===== src/rtl/axis_lfsr_sched_pkg.sv =====
// Shared definitions for the AXI-Stream burst scheduler: FSM state encoding.
package axis_lfsr_sched_pkg;

   localparam logic [1:0] IDLE  = 2'd0;
   localparam logic [1:0] BURST = 2'd1;
   localparam logic [1:0] GAP   = 2'd2;

endpackage


===== src/rtl/axis_lfsr_sched.sv =====
// Burst scheduler: gates a free-running AXI-Stream source into cfg_num bursts
// of cfg_len words separated by cfg_gap idle cycles, with tlast on each
// burst's final word. Pass-through is purely combinational (no buffering).
module axis_lfsr_sched
   import axis_lfsr_sched_pkg::*;
#(
   parameter int AXIS_TDATA_WIDTH = 64,
   parameter int CNTR_WIDTH       = 32
) (
   input  logic                        aclk,
   input  logic                        aresetn,
   input  logic [CNTR_WIDTH-1:0]       cfg_len,
   input  logic [CNTR_WIDTH-1:0]       cfg_gap,
   input  logic [CNTR_WIDTH-1:0]       cfg_num,
   input  logic                        start,
   input  logic                        abort,
   output logic                        busy,
   output logic                        done,
   output logic [CNTR_WIDTH-1:0]       sts_words,
   output logic                        s_axis_tready,
   input  logic [AXIS_TDATA_WIDTH-1:0] s_axis_tdata,
   input  logic                        s_axis_tvalid,
   input  logic                        m_axis_tready,
   output logic [AXIS_TDATA_WIDTH-1:0] m_axis_tdata,
   output logic                        m_axis_tvalid,
   output logic                        m_axis_tlast
);

   localparam logic [CNTR_WIDTH-1:0] ONE = CNTR_WIDTH'(1);

   logic [1:0]            state_q, state_d;
   logic [CNTR_WIDTH-1:0] wcnt_q, wcnt_d;
   logic [CNTR_WIDTH-1:0] bcnt_q, bcnt_d;
   logic [CNTR_WIDTH-1:0] gcnt_q, gcnt_d;
   logic [CNTR_WIDTH-1:0] len_q, len_d;
   logic [CNTR_WIDTH-1:0] gap_q, gap_d;
   logic [CNTR_WIDTH-1:0] num_q, num_d;
   logic [CNTR_WIDTH-1:0] sts_words_q, sts_words_d;
   logic                  done_q, done_d;

   logic en;
   logic xfer;
   logic last;

   // Stream gating: abort blocks the handshake in the very cycle it is seen.
   assign en            = (state_q == BURST) & ~abort;
   assign m_axis_tdata  = s_axis_tdata;
   assign m_axis_tvalid = s_axis_tvalid & en;
   assign s_axis_tready = m_axis_tready & en;
   assign last          = en & (wcnt_q == (len_q - ONE));
   assign m_axis_tlast  = last;
   assign xfer          = m_axis_tvalid & m_axis_tready;

   assign busy      = (state_q != IDLE);
   assign done      = done_q;
   assign sts_words = sts_words_q;

   // Next-state logic for the FSM, the three counters and latched config.
   always_comb begin
      state_d     = state_q;
      wcnt_d      = wcnt_q;
      bcnt_d      = bcnt_q;
      gcnt_d      = gcnt_q;
      len_d       = len_q;
      gap_d       = gap_q;
      num_d       = num_q;
      sts_words_d = sts_words_q;
      done_d      = 1'b0;

      if (abort) begin
         // Abort overrides everything, including a same-cycle start.
         state_d = IDLE;
      end else begin
         case (state_q)
            IDLE: begin
               if (start) begin
                  sts_words_d = '0;
                  if (cfg_len != '0) begin
                     len_d   = cfg_len;
                     gap_d   = cfg_gap;
                     num_d   = cfg_num;
                     wcnt_d  = '0;
                     bcnt_d  = '0;
                     gcnt_d  = '0;
                     state_d = BURST;
                  end else begin
                     // Zero-length request completes immediately.
                     done_d = 1'b1;
                  end
               end
            end
            BURST: begin
               if (xfer) begin
                  sts_words_d = sts_words_q + ONE;
                  if (last) begin
                     wcnt_d = '0;
                     bcnt_d = bcnt_q + ONE;
                     if ((num_q != '0) && (bcnt_q == (num_q - ONE))) begin
                        state_d = IDLE;
                        done_d  = 1'b1;
                     end else if (gap_q != '0) begin
                        state_d = GAP;
                     end
                  end else begin
                     wcnt_d = wcnt_q + ONE;
                  end
               end
            end
            GAP: begin
               if (gcnt_q == (gap_q - ONE)) begin
                  gcnt_d  = '0;
                  state_d = BURST;
               end else begin
                  gcnt_d = gcnt_q + ONE;
               end
            end
            default: state_d = IDLE;
         endcase
      end
   end

   // State and counter registers with asynchronous active-low reset.
   always_ff @(posedge aclk or negedge aresetn) begin
      if (!aresetn) begin
         state_q     <= IDLE;
         wcnt_q      <= '0;
         bcnt_q      <= '0;
         gcnt_q      <= '0;
         len_q       <= '0;
         gap_q       <= '0;
         num_q       <= '0;
         sts_words_q <= '0;
         done_q      <= 1'b0;
      end else begin
         state_q     <= state_d;
         wcnt_q      <= wcnt_d;
         bcnt_q      <= bcnt_d;
         gcnt_q      <= gcnt_d;
         len_q       <= len_d;
         gap_q       <= gap_d;
         num_q       <= num_d;
         sts_words_q <= sts_words_d;
         done_q      <= done_d;
      end
   end

endmodule


===== config.mk =====
export PLATFORM = sky130hd
export DESIGN_NAME = axis_lfsr_sched
export DESIGN_NICKNAME = d
export VERILOG_FILES = /design/src/rtl/axis_lfsr_sched_pkg.sv /design/src/rtl/axis_lfsr_sched.sv
export SDC_FILE = /design/constraint.sdc
export NUM_CORES = 1
export LEC_CHECK = 0
export ABC_AREA = 1
export ABC_CLOCK_PERIOD_IN_PS = 2700
export BUFFER_PORTS_ARGS = -buffer_cell sky130_fd_sc_hd__buf_2
export CORE_ASPECT_RATIO = 1.2
export CORE_MARGIN = 5
export CORE_UTILIZATION = 58
export CTS_CLUSTER_DIAMETER = 50
export DETAILED_ROUTE_END_ITERATION = 8
export PLACE_DENSITY = 0.88
export SYNTH_ARGS = -nofsm -noshare
export SYNTH_HDL_FRONTEND = slang
export SYNTH_SLANG_ARGS = --single-unit

===== constraint.sdc =====
create_clock -name aclk -period 2.7 [get_ports aclk]
set_clock_uncertainty 0.1 [all_clocks]
set_input_delay 0.405 -clock aclk [delete_from_list [all_inputs] [get_ports aclk]]
set_output_delay 0.405 -clock aclk [all_outputs]
set_load 0.005 [all_outputs]

==> results.md <==
- Clk buf depth: 3
- Slew headroom: 65.2%
- Critical R2R Capture: state_q[0]$_DFFE_PN0P_
- Fin crit period: about 3.3 ns
- Async S/R FF share, synth: 100%
- Clock transition at path regs: 0.07 ns
- Crit path DAT: between 2 and 3 ns
- Routed len/inst: roughly 19 µm
- LEAKAGE: ~0.0095 µW
- Hold depth: 3
- Largest net degree at the start of global routing: 67
- Filler Cell Count: between 2000 and 2500
- Worst reg2reg path depth: 24
- Number of synthesized register bits: around 230
- DRC viols: 0
- CP max-delay cell: dfrtp_1
- Maximum clock frequency: about 310 MHz
- Die width: ~160 µm
- Min-delay src: cfg_gap[9]
- Reg2reg start: len_q[0]$_DFFE_PN0P_
- Worst-Skew Late Latency: just under 0.6 ns
- Inserted Clock Buffers: 30
- Layout Nets: between 2000 and 3000
- WS Path Type: reg -> out
- Grt ovf: 0
- CP Capture Type: output pin
- Critical Path, Cell by Cell: inv_2 -> ha_4 -> nand2_4 -> nor2_4 -> nand2_4 -> o21bai_2 -> nand2_1 -> nor2_1 -> nand2_1 -> nor2_1 -> nand3_1 -> nor3_2 -> buf_6 -> buf_6
- Most frequent cell after synthesis: nand2_1
- Area of the multi-input gates: 9480 µm²
- Root buf cell: clkbuf_16
- Hold Path Sink: gap_q[9]$_DFFE_PN0P_
- Vias in the first global route: ~17000
- Largest area contributor in the netlist: dfrtp_1
- Mapped Area: 16700 µm²
- Critical Path Fanout Max: 6
- Final setup violation count: 66
- Final WL: slightly below 60000 µm
- Number of flops mapped to enable cells by yosys: 0
- Crit path largest cell delay: roughly 0.42 ns
- Fin. max-slew vios: 0
- VDD IR max: about 640 µV
- Final core occ: between 70 and 80%
- Pwr dens: around 800 nW/µm²
- DR vias/cell: 5.65
- Num rows: roughly 70
- Register area share after synthesis: between 30% and 40%
- Sink Count: 227
- Worst setup margin: -0.578 ns
- Fin crit share: 121%
- Worst Hold Class: in -> reg
- Max cap viols: 0
- Failing checks: negative setup slack
- Initial DRC Count: roughly 2000
- Mean post-synth cell area: a little under 7 µm²
- Area contributors post-synth: dfrtp_1, nand2_1, nor2_1
- Via count: between 15000 and 20000
- I/O Buffers: between 100 and 150
- Share of cells above drive strength 1: 17.5%
- Worst hold slack: 0.00483 ns
- GPL Wtd Cong: ~0.98
- Top-level I/O count: ~270
- DPL Wire Length: approximately 40000 µm
- Mapped Cells: around 2400
- Critical Path RT: about 2.2 ns
- Prevailing post-synth register cell: dfrtp_1
- Router iterations before antenna repair: 5
- Ys Warns: 0
- Detail Route Antenna Nets: 0
- Seq. cell area: 5680 µm²
- Die area: 32200 µm²
- RSZ-0062 raised after global routing: true
- H-tree Lvls: 1
- CTS tree: done
- Reg-to-reg setup timing slack: -0.51 ns
- Post-synth top area share: 34.1%
- Mapped Nets: roughly 2600
- Layout area overhead: 22.4%
- First-pass GRT wire length: 90800 µm
- Initial antenna violation count: 1
- Height of the die: 196 µm
- Worst Setup Start Kind: register
- Worst slew pin tran: a little over 0.5 ns
- Yosys cell types: 51
- Post-placement setup slack: -0.0600 ns
- Status: complete, but fails checks
- Core area: approximately 29000 µm²
- Hold Violations, Final: 0
- Starting Density: ~60%
- Gr usage total: between 30% and 40%
- Most instantiated cells after synthesis: nand2_1, nor2_1, inv_1
-- stage by stage --
| step | total power (µW) | TNS, ns | cells | instance area (µm²) |
|---|---|---|---|---|
| 2_1_floorplan | 9130 | 0 | 2413 | 16700 |
| 3_3_place_gp | 10900 | -0.0433 | 2925 | 17900 |
| 3_5_place_dp | 11100 | -1.78 | 2925 | 17900 |
| 4_1_cts | 15800 | -0.963 | 3076 | 20100 |
| 5_1_grt | 17300 | -28.78 | 3084 | 20400 |
| 6_report | 16300 | -14.19 | 3084 | 20400 |
-- per-layer routing --
metal  track usage, %  share of wire, %  wire length, µm  vias up
met5                0                 0                0        -
li1                 -                 -                -     8169
met2             57.4                47            27400      829
met1             40.0                36            20800     8126
met4             23.2               7.8             4530        0
met3             9.18               9.0             5210      313
-- power breakdown --
part / switching [µW] / leakage (µW) / internal (µW)
logic: 4050 / 0.00612 / 2790
registers: 1030 / 0.00291 / 4180
clock network: 1730 / 0.000512 / 2540
total: 6810 / 0.00954 / 9510
-- timing repair --
action / 4_1_cts / 5_1_grt
endpoints found under the hold margin: 138 / 1
gates cloned: 1 / 1
hold buffers: 78 / 1
buffers inserted: 18 / 5
setup endpoints to repair: 92 / 120
pin swaps: 9 / 7
resized for setup: 48 / 53
-- cells in the final DEF (no fill, tap or decap), drive strengths merged, types with 2 or more instances in the layout --
| master | count |
|---|---|
| nor3b | 5 |
| and2 | 3 |
| o21a | 2 |
| xnor2 | 66 |
| nand2 | 594 |
| nor4 | 31 |
| inv | 278 |
| buf | 265 |
| ha | 7 |
| nand4 | 58 |
| nand3 | 149 |
| dfrtp | 227 |
| xor2 | 119 |
| nor3 | 76 |
| nor2 | 462 |
| clkinvlp | 4 |
| a21oi | 72 |
| o22ai | 4 |
| clkbuf | 38 |
| o31ai | 14 |
| dlygate4sd3 | 79 |
| xnor3 | 2 |
| nand3b | 18 |
| o21ai | 51 |
| o21bai | 11 |
| a31oi | 2 |
| mux2 | 42 |
| bufinv | 3 |
| clkinv | 4 |
| or2 | 5 |
-- layout make-up --
type	instances	share of cell area, %
diodes	1	0.0123
clock buffers	38	4.13
clock inverters	18	1.07
inverters	270	5.11
multi-input cells	1800	46.5
flip-flops and latches	227	27.9
well taps	385	2.36
repair buffers	344	12.9
repair inverters	1	0.0552
-- critical path, delay by kind of cell (launching register included) --
kind,cells,cell delay [ns]
DFF,1,0.42
and+or+nand+nor,9,1.05
buffers and inverters,3,0.36
AOI/OAI and AO/OA,1,0.17
adders and majority gates,1,0.17
-- cells by family (layout without fill, tap and decap cells) --
family / count (synthesis) / count (layout) / share of synthesized area (%)
and+or+nand+nor: 1404 / 1404 / 36.4
buffers and inverters: 386 / 671 / 10.7
DFF: 227 / 227 / 34.1
xor gates and xnor gates: 187 / 187 / 10.0
AOI/OAI and AO/OA: 160 / 160 / 5.38
muxes: 42 / 42 / 2.84
adders and majority gates: 7 / 7 / 0.526
other: 0 / 1 / 0
-- worst max path at each step --
| stage | startpoint | slack (ns) | cells after the start | endpoint |
|---|---|---|---|---|
| floorplan | len_q[0]$_DFFE_PN0P_ | 0.29 | 18 | wcnt_q[29]$_DFFE_PN0P_ |
| finish | len_q[0]$_DFFE_PN0P_ | -0.58 | 14 | m_axis_tlast |
| global route | len_q[4]$_DFFE_PN0P_ | -0.77 | 13 | m_axis_tlast |
| global placement | num_q[0]$_DFFE_PN0P_ | -0.04 | 16 | state_q[0]$_DFFE_PN0P_ |
| CTS | len_q[0]$_DFFE_PN0P_ | -0.44 | 16 | m_axis_tlast |
| detailed placement | gap_q[1]$_DFFE_PN0P_ | -0.06 | 15 | gcnt_q[31]$_DFFE_PN0P_ |
-- flip-flops by register name (all words and copies together), names as in the netlist --
signal	count
len_q	32
state_q	2
gcnt_q	32
done	1
wcnt_q	32
bcnt_q	32
sts_words	32
gap_q	32
num_q	32
(Power assumes the default switching activity.)
